--- src/rtl/uart_pkg.sv ---
// ---------------------------------------------------------------------------
// uart_pkg
// Shared definitions for the UART blocks.
//   uart_rx_state_t : receiver FSM state encoding
//   UART_OVERSAMPLE : default tick pulses per bit period
//   UART_DATA_BITS  : default data bits per frame
//   uart_div()      : baud generator divider for a given clock and baud rate
// ---------------------------------------------------------------------------
package uart_pkg;

  typedef enum logic [2:0] {
    IDLE,
    START,
    DATA,
    PARITY,
    STOP
  } uart_rx_state_t;

  localparam int UART_OVERSAMPLE = 16;
  localparam int UART_DATA_BITS  = 8;

  // Rounded f_clk / (UART_OVERSAMPLE * baud), e.g. 50 MHz / 115200 -> 27.
  function automatic int uart_div(input longint f_clk, input longint baud);
    longint den;
    den = longint'(UART_OVERSAMPLE) * baud;
    return int'((f_clk + den / 2) / den);
  endfunction

endpackage

--- src/rtl/uart_rx_sync.sv ---
// ---------------------------------------------------------------------------
// uart_rx_sync
// Two-flop synchronizer for an asynchronous single-bit input.
//   clk   : destination clock
//   rst_n : asynchronous active-low reset, both flops load RESET_VAL
//   d     : asynchronous input
//   q     : synchronized output, two clk cycles of latency
// ---------------------------------------------------------------------------
module uart_rx_sync #(
  parameter logic RESET_VAL = 1'b1
) (
  input  logic clk,
  input  logic rst_n,
  input  logic d,
  output logic q
);

  logic meta;

  // First flop may go metastable; the second gives it a full cycle to settle.
  always_ff @(posedge clk or negedge rst_n) begin
    if (!rst_n) begin
      meta <= RESET_VAL;
      q    <= RESET_VAL;
    end else begin
      meta <= d;
      q    <= meta;
    end
  end

endmodule

--- src/rtl/uart_rx.sv ---
// ---------------------------------------------------------------------------
// uart_rx
// Oversampling UART receiver, 8N1 by default, 8E1 when UART_RX_PARITY_EN is
// defined. Received bytes are offered on a valid/ready handshake.
//   clk, rst_n  : clock, asynchronous active-low reset
//   en          : receiver enable, low aborts the frame in progress
//   tick        : OVERSAMPLE pulses per bit period from the baud generator
//   rx          : asynchronous serial input, idles high
//   data        : received byte, stable while valid is high
//   valid/ready : output handshake
//   frame_err   : stop bit was low (qualified by valid)
//   parity_err  : even parity mismatch (qualified by valid, 0 without macro)
//   overrun     : one-cycle pulse when a finished byte had to be dropped
//   busy        : FSM not in IDLE
// Configuration macro: UART_RX_PARITY_EN
// ---------------------------------------------------------------------------
module uart_rx
  import uart_pkg::*;
#(
  parameter int DATA_BITS  = UART_DATA_BITS,
  parameter int OVERSAMPLE = UART_OVERSAMPLE
) (
  input  logic                 clk,
  input  logic                 rst_n,
  input  logic                 en,
  input  logic                 tick,
  input  logic                 rx,
  output logic [DATA_BITS-1:0] data,
  output logic                 valid,
  input  logic                 ready,
  output logic                 frame_err,
  output logic                 parity_err,
  output logic                 overrun,
  output logic                 busy
);

  localparam int CW = $clog2(OVERSAMPLE);
  localparam int BW = $clog2(DATA_BITS + 1);
  localparam logic [CW-1:0] MID      = CW'(OVERSAMPLE / 2 - 1);
  localparam logic [CW-1:0] LAST     = CW'(OVERSAMPLE - 1);
  localparam logic [BW-1:0] BIT_LAST = BW'(DATA_BITS - 1);

  uart_rx_state_t       state;
  logic [CW-1:0]        cnt;
  logic [BW-1:0]        bit_idx;
  logic [DATA_BITS-1:0] shreg;
  logic                 rx_s;
  logic                 complete;
`ifdef UART_RX_PARITY_EN
  logic                 par_bad;
  logic                 par_err_q;
`endif

  uart_rx_sync #(.RESET_VAL(1'b1)) u_sync (
    .clk   (clk),
    .rst_n (rst_n),
    .d     (rx),
    .q     (rx_s)
  );

  // The stop bit is sampled on this tick; the byte is handed over next cycle.
  assign complete = en && tick && (state == STOP) && (cnt == LAST);

`ifdef UART_RX_PARITY_EN
  assign parity_err = par_err_q;
`else
  assign parity_err = 1'b0;
`endif

  // Receive FSM plus the output handshake. Completion competes with an
  // acceptance in the same cycle: a free slot (or one being freed) takes the
  // new byte, otherwise the byte is dropped and overrun pulses.
  always_ff @(posedge clk or negedge rst_n) begin
    if (!rst_n) begin
      state     <= IDLE;
      cnt       <= '0;
      bit_idx   <= '0;
      shreg     <= '0;
      data      <= '0;
      valid     <= 1'b0;
      frame_err <= 1'b0;
      overrun   <= 1'b0;
      busy      <= 1'b0;
`ifdef UART_RX_PARITY_EN
      par_bad   <= 1'b0;
      par_err_q <= 1'b0;
`endif
    end else begin
      overrun <= 1'b0;
      if (complete) begin
        if (!valid || ready) begin
          data      <= shreg;
          frame_err <= ~rx_s;
          valid     <= 1'b1;
`ifdef UART_RX_PARITY_EN
          par_err_q <= par_bad;
`endif
        end else begin
          overrun <= 1'b1;
        end
      end else if (valid && ready) begin
        valid <= 1'b0;
      end

      if (!en) begin
        state   <= IDLE;
        cnt     <= '0;
        bit_idx <= '0;
        busy    <= 1'b0;
      end else if (tick) begin
        case (state)
          IDLE: begin
            if (!rx_s) begin
              state <= START;
              cnt   <= '0;
              busy  <= 1'b1;
            end
          end
          // Re-check the line at mid start bit to reject short glitches.
          START: begin
            if (cnt == MID) begin
              cnt     <= '0;
              bit_idx <= '0;
              if (rx_s) begin
                state <= IDLE;
                busy  <= 1'b0;
              end else begin
                state <= DATA;
              end
            end else begin
              cnt <= cnt + 1'b1;
            end
          end
          DATA: begin
            cnt <= cnt + 1'b1;
            if (cnt == LAST) begin
              shreg   <= {rx_s, shreg[DATA_BITS-1:1]};
              bit_idx <= bit_idx + 1'b1;
              if (bit_idx == BIT_LAST) begin
`ifdef UART_RX_PARITY_EN
                state <= PARITY;
`else
                state <= STOP;
`endif
              end
            end
          end
`ifdef UART_RX_PARITY_EN
          PARITY: begin
            cnt <= cnt + 1'b1;
            if (cnt == LAST) begin
              par_bad <= (^shreg) ^ rx_s;
              state   <= STOP;
            end
          end
`endif
          STOP: begin
            cnt <= cnt + 1'b1;
            if (cnt == LAST) begin
              state <= IDLE;
              busy  <= 1'b0;
            end
          end
          default: begin
            state <= IDLE;
            busy  <= 1'b0;
          end
        endcase
      end
    end
  end

endmodule

--- config.mk ---
export PLATFORM = sky130hd
export DESIGN_NAME = uart_rx
export DESIGN_NICKNAME = d
export VERILOG_FILES = /design/src/rtl/uart_pkg.sv /design/src/rtl/uart_rx_sync.sv /design/src/rtl/uart_rx.sv
export SDC_FILE = /design/constraint.sdc
export NUM_CORES = 1
export LEC_CHECK = 0
export ABC_AREA = 1
export ABC_CLOCK_PERIOD_IN_PS = 2900
export CAP_MARGIN = 10
export CORE_ASPECT_RATIO = 1.2
export CORE_MARGIN = 10
export CORE_UTILIZATION = 50
export CTS_BUF_LIST = sky130_fd_sc_hd__clkbuf_8 sky130_fd_sc_hd__clkbuf_16
export DETAILED_ROUTE_END_ITERATION = 12
export GPL_TIMING_DRIVEN = 0
export PLACE_DENSITY = 0.68
export SLEW_MARGIN = 25
export SYNTH_ARGS = -nofsm -noshare
export SYNTH_HDL_FRONTEND = slang
export SYNTH_SLANG_ARGS = --single-unit
--- constraint.sdc ---
create_clock -name clk -period 2.9 [get_ports clk]
set_input_delay 0.725 -clock clk [delete_from_list [all_inputs] [get_ports clk]]
set_output_delay 0.725 -clock clk [all_outputs]
set_load 0.05 [all_outputs]
==> metrics.txt, run 1 <==
# TYPE chip_impl_metric gauge
chip_impl_metric{name="clk-insertion-delay-late",unit="ns"} 0.28
chip_impl_metric{name="grt_pass1_vias",unit=""} 1359
chip_impl_metric{name="tns",unit="ns"} 0
chip_impl_metric{name="route.detailed.wl_per_inst",unit="µm"} 12.2
chip_impl_metric{name="path_clk_slew",unit="ns"} 0.07
chip_impl_info{name="grt_setup_unrepaired",value="no"} 1
chip_impl_info{name="r2r-end",value="shreg[5]"} 1
chip_impl_metric{name="nets",unit=""} 233
chip_impl_metric{name="cts.hold.buffers_added",unit=""} 0
chip_impl_metric{name="dp.final_hpwl",unit="µm"} 2420
chip_impl_metric{name="grt_first_pass_wirelength",unit="µm"} 5750
chip_impl_metric{name="die_y",unit="µm"} 82.8
chip_impl_metric{name="critical_path_arrival",unit="ns"} 1.47
chip_impl_info{name="crit_slowest_cell",value="sky130_fd_sc_hd__clkdlybuf4s50_1"} 1
chip_impl_metric{name="ir_worst_vdd",unit="V"} 0.000473
chip_impl_metric{name="power.switching_fraction",unit="%"} 30.4
chip_impl_metric{name="timing.critical_path.required",unit="ns"} 2.17
chip_impl_metric{name="drt_iter0_drc",unit=""} 83
chip_impl_metric{name="wirelength",unit="µm"} 3190
chip_impl_metric{name="drcViolationCount",unit=""} 0
chip_impl_metric{name="period_minus_slack",unit="ns"} 2.20
chip_impl_info{name="worstReg2RegStart",value="cnt[0]"} 1
chip_impl_metric{name="num_antenna_cells",unit=""} 0
chip_impl_metric{name="cts_buffer_depth",unit=""} 2
chip_impl_metric{name="viasPerCell",unit=""} 4.93
chip_impl_metric{name="worst_max_slew_margin_expressed_relative_to_the_limit",unit="%"} 66.2
chip_impl_info{name="clock-root-buffer",value="sky130_fd_sc_hd__clkbuf_8"} 1
chip_impl_metric{name="biggest_cell_delay_along_the_critical_path",unit="ns"} 0.82
chip_impl_metric{name="sinks_on_the_clock_net",unit=""} 33
chip_impl_metric{name="clock_skew",unit="ns"} 0.00425
chip_impl_metric{name="postCtsResizedCells",unit=""} 0
chip_impl_metric{name="ff2ff_setup_slack",unit="ns"} 1.30
chip_impl_metric{name="synth_seq_area_share",unit="%"} 50.5
chip_impl_metric{name="io_pins",unit=""} 19
chip_impl_metric{name="globalRoute.totalOverflow",unit=""} 0
chip_impl_metric{name="numCtsBuffers",unit=""} 5
chip_impl_metric{name="via_count",unit=""} 1291
chip_impl_metric{name="synth.cell_area",unit="µm²"} 1640
chip_impl_metric{name="ys_ff_latch",unit=""} 33
chip_impl_metric{name="drive_gt1_share",unit="%"} 15.9
chip_impl_metric{name="core",unit="µm²"} 3110
chip_impl_metric{name="track_usage",unit="%"} 12.0
chip_impl_info{name="critical_path.endpoint_type",value="output port"} 1
chip_impl_metric{name="initial_utilization",unit="%"} 52.8
chip_impl_metric{name="io_buffer_count",unit=""} 17
chip_impl_metric{name="power.clock.fraction",unit="%"} 38.6
chip_impl_metric{name="power-per-cell-area",unit="nW/µm²"} 673
chip_impl_metric{name="comb_power_share",unit="%"} 21.9
chip_impl_metric{name="clock.fmax",unit="MHz"} 455
chip_impl_metric{name="place.gp.congestion",unit=""} 0.854
chip_impl_metric{name="finish.utilization",unit="%"} 64.8
chip_impl_metric{name="maxCapViolCount",unit=""} 0
chip_impl_metric{name="fp-row-count",unit=""} 22
chip_impl_info{name="cp_top_family",value="buffers and inverters"} 1
chip_impl_metric{name="reg2regPathDepth",unit=""} 7
chip_impl_metric{name="die_area",unit="µm²"} 5980
chip_impl_info{name="cp_cell_sequence",value="clkdlybuf4s50_1"} 1
chip_impl_metric{name="postSynthAreaPerCell",unit="µm²"} 8.21
chip_impl_metric{name="pin_count_of_the_biggest_net_entering_global_routing",unit=""} 25
chip_impl_metric{name="final-setup-viol-count",unit=""} 0
chip_impl_metric{name="post_cts_setup_bufs",unit=""} 0
chip_impl_metric{name="timing_worst_slew_pin_value",unit="ns"} 0.506
chip_impl_metric{name="pleak",unit="nW"} 1.03
chip_impl_info{name="critPathLaunchType",value="flip-flop"} 1
chip_impl_metric{name="floorplan.die.width",unit="µm"} 72.3
chip_impl_metric{name="yosys_warnings",unit=""} 0
chip_impl_metric{name="firstDrtPassIters",unit=""} 4
chip_impl_metric{name="power_switching",unit="µW"} 413
chip_impl_metric{name="internal_power",unit="µW"} 944
chip_impl_metric{name="syn_inst",unit=""} 200
chip_impl_metric{name="synth_cell_types",unit=""} 21
chip_impl_metric{name="sequential_fraction_of_design_power",unit="%"} 39.5
chip_impl_metric{name="syn_to_final_growth",unit="%"} 22.9
chip_impl_metric{name="syn_nets",unit=""} 208
chip_impl_metric{name="critical_path_buf_inv_count",unit=""} 1
chip_impl_info{name="tritoncts",value="built"} 1
chip_impl_info{name="worst-setup-path-type",value="flip-flop to output port"} 1
chip_impl_metric{name="critical_path.max_fanout",unit=""} 2
chip_impl_metric{name="h-tree-depth",unit=""} 2
chip_impl_metric{name="hold_violations",unit=""} 0
chip_impl_metric{name="number_of_antenna_violations_at_the_first_check_in_global_routing",unit=""} 0
chip_impl_info{name="hold_path.class",value="input port to async pin"} 1
chip_impl_metric{name="report.final.slew_viol_count",unit=""} 0
chip_impl_info{name="outcome",value="complete, no violations"} 1
chip_impl_metric{name="ant_nets",unit=""} 0
chip_impl_metric{name="finalCritPeriodShare",unit="%"} 75.8
## final cells by class
class                           count  area (µm²)
Fill cell                         265        1090
Sequential cell                    33         828
Multi-Input combinational cell    137         681
Timing Repair Buffer               18         193
Inverter                           26        97.6
Clock buffer                        5        68.8
Clock inverter                      3        68.8
Tap cell                           36        45.0
Buffer                              4        35.0
## how the worst max path moves through the flow
stage | startpoint | slack [ns] | cells after the start | end
6_report | data[1] | 0.70 | 1 | data[1]
2_1_floorplan | en | 1.37 | 8 | data[1]
5_1_grt | data[1] | 0.65 | 1 | data[1]
3_5_place_dp | en | 0.74 | 9 | data[1]
4_1_cts | data[1] | 0.68 | 1 | data[1]
3_3_place_gp | rst_n | 0.49 | 1 | shreg[0]
## flip-flops by register name (all words and copies together), names as in the netlist
register and flops:
frame_err 1, overrun 1, u_sync.q 1, data 8, shreg 8, bit_idx 4
u_sync.meta 1, cnt 4, busy 1, valid 1, state 3
## power groups by stage
stage	sequential, mW	clock, mW	combinational [mW]
6_report	0.536	0.523	0.297
3_3_place_gp	0.543	0	0.288
3_5_place_dp	0.545	0	0.299
2_1_floorplan	0.581	0	0.172
5_1_grt	0.543	0.550	0.334
4_1_cts	0.537	0.533	0.300
## placed cells by master (no fill, tap or decap), types with 2 or more instances in the layout
cell type                          n
sky130_fd_sc_hd__buf_2             2
sky130_fd_sc_hd__buf_6             2
sky130_fd_sc_hd__bufinv_16         2
sky130_fd_sc_hd__clkbuf_8          5
sky130_fd_sc_hd__clkdlybuf4s50_1  16
sky130_fd_sc_hd__dfrtp_1          31
sky130_fd_sc_hd__dfstp_2           2
sky130_fd_sc_hd__ha_1              2
sky130_fd_sc_hd__inv_1            25
sky130_fd_sc_hd__nand2_1          54
sky130_fd_sc_hd__nand2_2           2
sky130_fd_sc_hd__nand3_1          16
sky130_fd_sc_hd__nand3_2           2
sky130_fd_sc_hd__nand4_1           2
sky130_fd_sc_hd__nor2_1           27
sky130_fd_sc_hd__nor2_2            3
sky130_fd_sc_hd__nor2_4            2
sky130_fd_sc_hd__o21ai_0          13
sky130_fd_sc_hd__o21ai_2           9
sky130_fd_sc_hd__xor2_1            3
## stage by stage
stage | area (µm²) | std cells | hold WS [ns] | total power [mW] | setup WS, ns
floorplan | 1640 | 200 | 0.345 | 0.753 | 1.37
global placement | 1860 | 253 | 0.347 | 0.830 | 0.494
detailed placement | 1880 | 254 | 0.348 | 0.844 | 0.740
CTS | 2020 | 262 | 0.320 | 1.37 | 0.681
global route | 2020 | 262 | 0.329 | 1.43 | 0.649
finish | 2020 | 262 | 0.315 | 1.36 | 0.702
## layer usage
metal  vias to the layer above  GRT usage [%]  routed length [µm]
met3                         6           4.30                 170
met2                        18           22.0                1620
met4                         0           5.04                  65
met1                       599           12.0                1330
met5                         -              0                   0
li1                        668              -                   -
## logic make-up after synthesis
logic type               after synthesis  synth area share (%)
AO/OA/AOI/OAI                         22                  8.77
XOR/XNOR                               3                  1.60
adder cells (fa/ha/maj)                2                  1.52
buffers and inverters                 30                  8.08
flip-flops                            33                  50.5
other                                  1                 0.228
AND/OR/NAND/NOR                      109                  29.3
## synth_stat cells, drive strengths merged
master  number  area [µm²]
buf          4        35.0
conb         1        3.75
dfrtp       31         776
dfstp        2        52.6
ha           2        25.0
inv         26        97.6
nand2       57         226
nand3       18         100
nand4        2        12.5
nor2        32         143
o21ai       22         144
xor2         3        26.3
Power figures use the tool's default switching activity.
==> run 2, diff against run 1 <==
ABC_CLOCK_PERIOD_IN_PS = 1800   (was 2900)
CORE_UTILIZATION = 49   (was 50)
PLACE_DENSITY = 0.7   (was 0.68)
clock period = 1.8 ns   (was 2.9 ns; I/O delays follow)
==> run 2 against run 1 <==
  * Count of clock-buffer cells in the layout unchanged
  * Sequential cell count did not move
  * Via count increased by 0.70%
  * Global-route usage shrank 0.60 points
  * Largest cell class unchanged
==> metrics.txt, run 2 (synthesized netlist as in run 1, its figures left out) <==
# TYPE chip_impl_metric gauge
chip_impl_info{name="outcome",value="complete, no violations"} 1
chip_impl_metric{name="viasPerCell",unit=""} 4.98
chip_impl_metric{name="final-setup-viol-count",unit=""} 0
chip_impl_metric{name="finish.utilization",unit="%"} 62.0
chip_impl_metric{name="drt_iter0_drc",unit=""} 49
chip_impl_metric{name="finalCritPeriodShare",unit="%"} 91.2
chip_impl_metric{name="report.final.slew_viol_count",unit=""} 0
chip_impl_metric{name="critical_path.max_fanout",unit=""} 2
chip_impl_metric{name="route.detailed.wl_per_inst",unit="µm"} 12.4
chip_impl_metric{name="die_y",unit="µm"} 83.4
chip_impl_metric{name="ff2ff_setup_slack",unit="ns"} 0.20
chip_impl_metric{name="floorplan.die.width",unit="µm"} 72.8
chip_impl_info{name="largest_registers",value="data x8, shreg x8"} 1
chip_impl_metric{name="postCtsResizedCells",unit=""} 12
chip_impl_metric{name="stdcell_count",unit=""} 261
chip_impl_metric{name="h-tree-depth",unit=""} 2
chip_impl_metric{name="timing.critical_path.required",unit="ns"} 1.35
chip_impl_metric{name="period_minus_slack",unit="ns"} 1.64
chip_impl_metric{name="dp.final_hpwl",unit="µm"} 2310
chip_impl_metric{name="critical_path_buf_inv_count",unit=""} 1
chip_impl_metric{name="place.gp.congestion",unit=""} 0.912
chip_impl_metric{name="fp-row-count",unit=""} 22
chip_impl_metric{name="cts.hold.buffers_added",unit=""} 0
chip_impl_metric{name="reg2regPathDepth",unit=""} 7
chip_impl_metric{name="post_cts_setup_bufs",unit=""} 0
chip_impl_info{name="r2r-end",value="shreg[5]"} 1
chip_impl_metric{name="dpl.cell_count",unit=""} 253
chip_impl_metric{name="sinks_on_the_clock_net",unit=""} 33
chip_impl_metric{name="drive_gt1_share",unit="%"} 15.1
chip_impl_metric{name="clock_skew",unit="ns"} 0.0120
chip_impl_info{name="mostFrequentLayoutCells",value="sky130_fd_sc_hd__nand2_1 (54), sky130_fd_sc_hd__dfrtp_1 (31), sky130_fd_sc_hd__nor2_1 (27), sky130_fd_sc_hd__inv_1 (26), sky130_fd_sc_hd__nand3_1 (16)"} 1
chip_impl_metric{name="firstDrtPassIters",unit=""} 4
chip_impl_info{name="mostFrequentLayoutCell",value="sky130_fd_sc_hd__nand2_1"} 1
chip_impl_metric{name="ir_worst_vdd",unit="V"} 0.000745
chip_impl_metric{name="post_dp_cell_area",unit="µm²"} 1850
chip_impl_metric{name="drcViolationCount",unit=""} 0
chip_impl_metric{name="clk-insertion-delay-late",unit="ns"} 0.29
chip_impl_metric{name="cts_buffer_depth",unit=""} 2
chip_impl_info{name="worstReg2RegStart",value="cnt[0]"} 1
chip_impl_info{name="tritoncts",value="built"} 1
chip_impl_metric{name="power-per-cell-area",unit="nW/µm²"} 1030
chip_impl_metric{name="critical_path_arrival",unit="ns"} 1.19
chip_impl_metric{name="globalRoute.totalOverflow",unit=""} 0
chip_impl_info{name="worst-setup-path-type",value="flip-flop to output port"} 1
chip_impl_metric{name="numCtsBuffers",unit=""} 5
chip_impl_metric{name="io_pins",unit=""} 19
chip_impl_metric{name="nets",unit=""} 232
chip_impl_info{name="critical_path.endpoint_type",value="output port"} 1
chip_impl_info{name="cp_top_family",value="buffers and inverters"} 1
chip_impl_metric{name="clock.fmax",unit="MHz"} 609
chip_impl_info{name="crit_start",value="data[1]"} 1
chip_impl_metric{name="initial_utilization",unit="%"} 52.3
chip_impl_info{name="crit_slowest_cell",value="sky130_fd_sc_hd__dlygate4sd2_1"} 1
chip_impl_info{name="critPathLaunchType",value="flip-flop"} 1
chip_impl_metric{name="maxCapViolCount",unit=""} 0
chip_impl_metric{name="number_of_antenna_violations_at_the_first_check_in_global_routing",unit=""} 0
chip_impl_metric{name="core",unit="µm²"} 3140
chip_impl_metric{name="num_antenna_cells",unit=""} 0
chip_impl_metric{name="grt_pass1_vias",unit=""} 1270
chip_impl_metric{name="track_usage",unit="%"} 11.4
chip_impl_metric{name="die_area",unit="µm²"} 6070
chip_impl_info{name="hold_path.class",value="input port to async pin"} 1
chip_impl_info{name="clock-root-buffer",value="sky130_fd_sc_hd__clkbuf_8"} 1
chip_impl_metric{name="hold_violations",unit=""} 0
chip_impl_metric{name="syn_to_final_growth",unit="%"} 18.4
chip_impl_metric{name="timing_worst_slew_pin_value",unit="ns"} 0.726
chip_impl_metric{name="wirelength",unit="µm"} 3250
chip_impl_metric{name="via_count",unit=""} 1300
chip_impl_metric{name="pleak",unit="nW"} 1.05
chip_impl_metric{name="path_clk_slew",unit="ns"} 0.07
chip_impl_metric{name="grt_first_pass_wirelength",unit="µm"} 5660
chip_impl_info{name="grt_setup_unrepaired",value="no"} 1
chip_impl_info{name="cp_cell_sequence",value="dlygate4sd2_1"} 1
chip_impl_metric{name="biggest_cell_delay_along_the_critical_path",unit="ns"} 0.54
chip_impl_metric{name="post-route-cell-area",unit="µm²"} 1940
chip_impl_metric{name="worst_max_slew_margin_expressed_relative_to_the_limit",unit="%"} 51.6
chip_impl_metric{name="pin_count_of_the_biggest_net_entering_global_routing",unit=""} 34
chip_impl_metric{name="ant_nets",unit=""} 0
chip_impl_metric{name="io_buffer_count",unit=""} 17
run 2: changes by cell type in the layout (fill, tap and decap cells not counted):
cell and change:
sky130_fd_sc_hd__buf_16 -1, sky130_fd_sc_hd__bufinv_16 -1, sky130_fd_sc_hd__clkdlybuf4s50_1 -12, sky130_fd_sc_hd__inv_1 +1, sky130_fd_sc_hd__inv_6 -1, sky130_fd_sc_hd__dlygate4sd2_1 +12
sky130_fd_sc_hd__clkinv_2 +1
run 2: per-stage QoR:
| step | power [mW] | TNS (ns) | hold slack [ns] | worst slack, ns |
|---|---|---|---|---|
| 2_1_floorplan | 1.21 | 0 | 0.154 | 0.372 |
| 5_1_grt | 2.13 | 0 | 0.255 | 0.0193 |
| 4_1_cts | 2.02 | 0 | 0.236 | 0.143 |
| 6_report | 2.00 | 0 | 0.212 | 0.158 |
| 3_3_place_gp | 1.33 | -10.81 | 0.347 | -0.306 |
| 3_5_place_dp | 1.35 | -1.39 | 0.349 | -0.0930 |
run 2: report_power, final:
part           internal, mW  switching, mW  total [mW]
combinational         0.134          0.323       0.457
sequential            0.808         0.0547       0.863
clock                 0.405          0.275       0.680
total                  1.35          0.653        2.00
run 2: how the worst max path moves through the flow:
stage / end / slack, ns / depth (start not counted)
after floorplan: data[1] / 0.37 / 9
after global placement: bit_idx[2] / -0.31 / 1
after detailed placement: shreg[7] / -0.09 / 7
after CTS: data[1] / 0.14 / 1
after global routing: bit_idx[2] / 0.02 / 8
final: data[1] / 0.16 / 1
run 2: area by class of cell:
cell class	instances	area [µm²]
fill	306	1190
sequential	33	828
multi-input combinational	137	681
timing repair buffer	17	150
inverter	26	97.6
clock buffer	5	68.8
tap	36	45.0
clock inverter	3	38.8
buffer	4	35.0
run 2: per-layer routing:
layer | GRT usage [%] | share of wire, % | up-vias
met3 | 3.93 | 6.5 | 7
met1 | 13.4 | 45 | 596
li1 | - | - | 669
met4 | 4.66 | 1.7 | 0
met2 | 18.1 | 47 | 28
met5 | 0 | 0 | -
run 2: worst reg2reg max path, stage by stage (launching register included):
cell and delay (ns):
sky130_fd_sc_hd__dfrtp_1 0.39, sky130_fd_sc_hd__ha_1 0.25, sky130_fd_sc_hd__nand3_2 0.14, sky130_fd_sc_hd__nor2_2 0.12, sky130_fd_sc_hd__nand2_2 0.09, sky130_fd_sc_hd__nor2_4 0.23, sky130_fd_sc_hd__buf_6 0.18, sky130_fd_sc_hd__o21ai_0 0.08
==> run 3, diff against run 2 <==
GPL_ROUTABILITY_DRIVEN = 0   (was unset)
==> results of run 3 <==
No change in the layout: final DEF, timing and power equal those of run 2.
